File: src/rtl/regfile_scoreboard.sv
// Two-read/one-write register file with write-to-read bypass and a per-register
// busy scoreboard used by decode for hazard detection.
module regfile_scoreboard #(
    parameter int DATA_W   = 32,
    parameter int ADDR_W   = 5,
    parameter int READ_REG = 0,
    parameter int ZERO_REG = 1
) (
    input  logic              clock,
    input  logic              Rest,
    input  logic              rd_en,
    input  logic [ADDR_W-1:0] a_addr,
    input  logic [ADDR_W-1:0] b_addr,
    output logic [DATA_W-1:0] a_data,
    output logic [DATA_W-1:0] b_data,
    input  logic              wr_en,
    input  logic [ADDR_W-1:0] d_addr,
    input  logic [DATA_W-1:0] writeback_data,
    input  logic              iss_en,
    input  logic [ADDR_W-1:0] iss_addr,
    input  logic              flush,
    output logic              a_busy,
    output logic              b_busy,
    input  logic [ADDR_W-1:0] dbg_addr,
    output logic [DATA_W-1:0] dbg_data
);
    localparam int DEPTH = 1 << ADDR_W;
    localparam bit ZR    = (ZERO_REG != 0);

    logic [DATA_W-1:0] regs_reg [DEPTH];
    logic [DEPTH-1:0]  busy_reg;
    logic [DEPTH-1:0]  busy_next;

    logic wr_ok;
    logic iss_ok;
    logic a_fwd;
    logic b_fwd;
    logic [DATA_W-1:0] a_val;
    logic [DATA_W-1:0] b_val;

    assign wr_ok  = wr_en  && !(ZR && d_addr == '0);
    assign iss_ok = iss_en && !(ZR && iss_addr == '0);

    always_ff @(posedge clock or negedge Rest) begin
        if (!Rest) begin
            for (int i = 0; i < DEPTH; i++) begin
                regs_reg[i] <= '0;
            end
            busy_reg <= '0;
        end else begin
            if (wr_ok) begin
                regs_reg[d_addr] <= writeback_data;
            end
            busy_reg <= busy_next;
        end
    end

    // Later assignments win: flush over issue over writeback clear.
    always_comb begin
        busy_next = busy_reg;
        if (wr_en) begin
            busy_next[d_addr] = 1'b0;
        end
        if (iss_ok) begin
            busy_next[iss_addr] = 1'b1;
        end
        if (flush) begin
            busy_next = '0;
        end
    end

    assign a_fwd = wr_ok && (d_addr == a_addr);
    assign b_fwd = wr_ok && (d_addr == b_addr);
    assign a_val = a_fwd ? writeback_data : regs_reg[a_addr];
    assign b_val = b_fwd ? writeback_data : regs_reg[b_addr];

    // A same-cycle writeback is forwarded, so it never reports a stall.
    assign a_busy = busy_reg[a_addr] && !(wr_en && d_addr == a_addr)
                    && !(ZR && a_addr == '0);
    assign b_busy = busy_reg[b_addr] && !(wr_en && d_addr == b_addr)
                    && !(ZR && b_addr == '0);

    assign dbg_data = regs_reg[dbg_addr];

    generate
        if (READ_REG != 0) begin : g_rd_reg
            logic [DATA_W-1:0] a_q_reg;
            logic [DATA_W-1:0] b_q_reg;

            always_ff @(posedge clock or negedge Rest) begin
                if (!Rest) begin
                    a_q_reg <= '0;
                    b_q_reg <= '0;
                end else if (rd_en) begin
                    a_q_reg <= a_val;
                    b_q_reg <= b_val;
                end
            end

            assign a_data = a_q_reg;
            assign b_data = b_q_reg;
        end else begin : g_rd_comb
            assign a_data = rd_en ? a_val : '0;
            assign b_data = rd_en ? b_val : '0;
        end
    endgenerate
endmodule

File: config.mk
export PLATFORM = sky130hd
export DESIGN_NAME = regfile_scoreboard
export DESIGN_NICKNAME = d
export VERILOG_FILES = /design/src/rtl/regfile_scoreboard.sv
export SDC_FILE = /design/constraint.sdc
export NUM_CORES = 2
export LEC_CHECK = 0
export ABC_CLOCK_PERIOD_IN_PS = 4550
export BUFFER_PORTS_ARGS = -buffer_cell sky130_fd_sc_hd__buf_2
export CORE_MARGIN = 10
export CORE_UTILIZATION = 60
export CTS_CLUSTER_DIAMETER = 150
export DETAILED_ROUTE_END_ITERATION = 16
export GPL_TIMING_DRIVEN = 1
export MAX_ROUTING_LAYER = met4
export PLACE_DENSITY = 0.82
export SYNTH_ARGS = -nofsm -noshare
export SYNTH_HDL_FRONTEND = slang
export SYNTH_SLANG_ARGS = --single-unit
File: constraint.sdc
create_clock -name clock -period 4.55 [get_ports clock]
set_input_delay 0.6825 -clock clock [delete_from_list [all_inputs] [get_ports clock]]
set_output_delay 0.6825 -clock clock [all_outputs]
set_load 0.02 [all_outputs]
## After elaboration in Yosys (flattened, before gate mapping)

Index checks and enable logic that the tools add are counted.

- ROM bits: 0
- Word-level logic and storage cells: 103
- Latch bits: 0
- Bits in writable memories: 0
- Memories: 0
- Register bits after elaboration: 1,056

- Divide/modulo/power cells: 0
- Reduce and logical (&&, ||, !) cells: 23
- Equality and inequality tests: 2
- Add/subtract/negate cells: 0
- Muxes and demuxes: 27
- $lt $le $gt $ge: 11
- Bitwise logic cells: 7
- Shifts and indexed selects: 0
- $mul: 0

Operator list:

| kind | count |
|---|---|
| $bwmux W1024 | 1 |
| $bmux W32 S5 | 3 |
| $mux W32 | 14 |
| $demux W32 S5 | 1 |
| $and A32 B32 Y32 | 1 |
| $not A32 Y32 | 1 |
| $or A32 B32 Y32 | 1 |
| $ge A6 B6 Y1 const B | 4 |
| $lt A5 B6 Y1 const B | 4 |
| $not A5 Y6 | 4 |
| $logic_not A5 Y1 | 4 |
| $logic_and A1 B1 Y1 | 13 |
| $bmux W1 S5 | 2 |
| $demux W1 S5 | 2 |
| $eq A5 B5 Y1 | 2 |
| $ge A5 B1 Y1 const B | 2 |
| $logic_not A1 Y1 | 6 |
| $lt A6 B1 Y1 const B | 1 |
| $mux W1 | 4 |

## Longest topological paths before layout

- Depth after elaboration: 10
- Gate-level depth with buffers: 9
- Gate-level depth less buffers: 4

## Least setup slack after synthesis

No wires, ideal clock.

- Kind: input -> output
- Start point: input b_addr[1]
- End point: output b_data[21]
- Buffers on the path: 3
- Stages on the path: 7
- Setup slack: 1,313 ps
- Arrival time: 2,554 ps
- Required time: 3,868 ps
- Cells stage by stage: buf_4 or3b_2 buf_1 clkbuf_1 o221ai_1 a221oi_1 o32ai_1

- Longest elaborated chain between the ends: 6

Ends and longest elaborated chain:

| element | line | text |
|---|---|---|
| from (decl) | 13 | `input logic [ADDR_W-1:0] b_addr,` |
| $not A5 Y6 (implied by the code) | 75 | `assign b_val = b_fwd ? writeback_data : regs_reg[b_addr];` |
| $bmux W32 S5 | 75 |  |
| $mux W32 (implied by the code) (2 in series) | 75 |  |
| $mux W32 * | 75 |  |
| $mux W32 * | 104 | `assign b_data = rd_en ? b_val : '0;` |
| to (decl) | 15 | `output logic [DATA_W-1:0] b_data,` |

Every way passes the cells marked *; elsewhere a longest branch is shown, timed or not. The select of a mux whose other input is x is not followed.

## Final worst setup path

- Start point: input a_addr[2]
- End point: output a_data[9]

- Longest elaborated chain between the ends: 6

Ends and longest elaborated chain:

| element | line | text |
|---|---|---|
| from (decl) | 12 | `input logic [ADDR_W-1:0] a_addr,` |
| $not A5 Y6 (implied by the code) | 74 | `assign a_val = a_fwd ? writeback_data : regs_reg[a_addr];` |
| $bmux W32 S5 | 74 |  |
| $mux W32 (implied by the code) (2 in series) | 74 |  |
| $mux W32 * | 74 |  |
| $mux W32 * | 103 | `assign a_data = rd_en ? a_val : '0;` |
| to (decl) | 14 | `output logic [DATA_W-1:0] a_data,` |

Marks and branches as above.

==> metrics.cfg <==
[min_path]
hp-class = in2async

[clock_tree]
cts-root-buf = clkbuf_16
clk_pin_slew_ns = 0.06
cts_buffers = 110
cts_num_sinks = 1055
insertion_delay_ns = 0.72
cts_tree = yes
post-cts-setup-buffers = 0
cts_buffer_depth = 3
cts-resized-gates = 0
ctsHoldBuffers = 0
h-tree-depth = 3

[synthesis]
ys_top_cells_by_count = 1055 x dfrtp_1, 722 x mux4_2, 606 x mux2_2
yosysWarnings = 0
synth_edf_count = 0
synth_cells = 4761
yosysTopAreaCell = dfrtp_1
syn_area_um2 = 63000
ys_seq_elements = 1055
synth_area_per_cell_um2 = 13.2
synth_ff_type = dfrtp_1
syn_nets = 4824
yosysSeqAreaShare_pct = 41.9
synth_area_leaders = dfrtp_1 42%, mux4_2 26%, mux2_2 11%
yosysMostFrequentCell = dfrtp_1
synth_top_area_share_pct = 41.9
async_flop_share_pct = 100
ys_types = 40

[setup_path]
crit_path_top_delay_cell = a31o_2
path_buf_inv = 4
crit_path_end_kind = output port
cp_top_family = compound AO/OA/AOI/OAI gates
cp.required_ns = 3.87
path_class = in2out
cp_common_cell = buf_4
reg2reg_slack_ns = 3.69
worstPathMaxFanout = 29
cpPeakStageDelay_ns = 1.12
path_cells = clkbuf_8, xor2_1, nor4_1, buf_4, a31o_2, buf_4, o32ai_1, buf_2
start_kind = input port
cp_data_arrival_time_ns = 3.63

[timing]
max_freq_mhz = 232
relSlewSlack_pct = 1.92
drv_slew = 0
finClkSkew_ns = 0
hold_viol = 0
rsz0062_at_grt = false
setup_viol = 0
fin_crit_ns = 4.31
setup_slack_ns = 0.235
period_share_pct = 94.8
finalSetupTns_ns = 0
worstMarginPinSlew_ns = 1.47

[detailed_routing]
drt_pass1_iterations = 8
drc = 0
vias = 49200
drtAntennaViolNets = 0
wl_per_cell_um = 35.3
drtIter0Drc = 8094
via_per_inst = 7.98
wl_mm = 217

[finish]
drive_gt1_share_pct = 40.0
largest_reg_flops = 1024
area_growth_pct = 10.9
post-route-cell-area_um2 = 69900
n_fill_cell = 6887
final_core_util_pct = 67.2
nets = 4739

[die]
ios = 161
fp-row-count = 118
start_util_pct = 60.7
die_width_um = 344
die_h_um = 344
die_area_um2 = 118000
core_area_um2 = 104000

[pwr]
power.density_nw_per_um2 = 431
ir_drop_v = 0.000342
p_leak_nw = 29.6

[placement]
dp_hpwl_mm = 126
portBuffers = 160
gp_congestion = 0.908
dpl_cell_area_um2 = 65800
dp_worst_setup_slack_ns = 0.413

[outcome]
status = complete, no violations

[grt]
antenna_found_initial = 18
grt_usage_pct = 37.6
grt_max_degree = 120
grt_pass1_wl_mm = 324
overflow = 0
grt_pass1_vias = 50100

[flow_run]
maxCapViolations = 0

routing by layer:
| layer | up-vias | wire length, µm | global-route usage, % |
|---|---|---|---|
| met5 | - | 0 | - |
| met2 | 4654 | 95300 | 53.1 |
| met3 | 1340 | 33400 | 14.4 |
| li1 | 18500 | - | - |
| met1 | 24700 | 70600 | 44.8 |
| met4 | 0 | 18200 | 25.3 |
path summary, 6_finish.rpt:
check,start,end,cells after the start
min in group clock,iss_addr[2],busy_reg[27]$_DFF_PN0_,4
max in group asynchronous,Rest,regs_reg[561]$_DFFE_PN0P_,2
max reg2reg,regs_reg[953]$_DFFE_PN0P_,regs_reg[953]$_DFFE_PN0P_,2
max,a_addr[2],a_data[9],8
min reg2reg,regs_reg[1008]$_DFFE_PN0P_,regs_reg[1008]$_DFFE_PN0P_,0
min,Rest,busy_reg[12]$_DFF_PN0_,1
where the power goes:
group	switching, mW	total [mW]	internal, mW
Combinational	3.12	7.00	3.88
Clock	4.00	10.2	6.20
Sequential	1.87	12.9	11.1
Total	8.98	30.1	21.2
layout make-up:
type | instances | area [µm²] | share of cell area [%]
antenna | 17 | 42.5 | 0.0609
tap | 1380 | 1730 | 2.47
clock inverter | 47 | 877 | 1.25
multi-input combinational | 3117 | 34400 | 49.3
clock buffer | 152 | 3160 | 4.53
timing repair buffer | 357 | 3120 | 4.46
inverter | 35 | 133 | 0.190
sequential | 1055 | 26400 | 37.8
cells by family (layout without fill, tap and decap cells):
group           after synthesis  in the layout  share of synthesized area, %
buf+inv                     589            591                          3.94
compound gates              913            913                          9.36
xor+xnor                     10             10                         0.139
mux                        1594           1594                          40.8
flops                      1055           1055                          41.9
other cells                   0             17                             0
simple gates                600            600                          3.85
cells in the final DEF, fill, tap and decap left out, types with 3 or more instances in the layout:
cell type	n
buf_8	7
xor2_1	8
bufinv_16	24
o32ai_1	64
a21oi_1	18
nand2_1	502
o22ai_1	64
buf_2	147
o21ai_0	492
clkinvlp_4	3
clkbuf_8	20
nor2_1	21
nor3b_1	8
nand3b_1	7
nor4b_4	3
clkbuf_1	20
mux4_2	722
nor2b_4	3
and3b_1	4
nand2_4	15
clkbuf_16	113
nor2_4	14
mux2_2	606
inv_6	3
a221oi_1	62
diode_2	17
a22o_1	68
clkinv_2	15
a2111oi_0	64
inv_1	33
buf_12	59
dfrtp_1	1055
nand2b_1	4
buf_4	141
mux2i_1	266
o221ai_1	62
and3_1	3
a22oi_1	15
stage by stage:
step / hold WS (ns) / instances / power (mW)
5_1_grt: 0.0736 / 6159 / 31.1
6_report: 0.0364 / 6160 / 30.1
3_3_place_gp: 0.395 / 5944 / 19.3
2_1_floorplan: 0.387 / 4761 / 17.4
3_5_place_dp: 0.403 / 5944 / 19.7
4_1_cts: 0.0554 / 6143 / 29.9
Power figures use the tool's default switching activity.
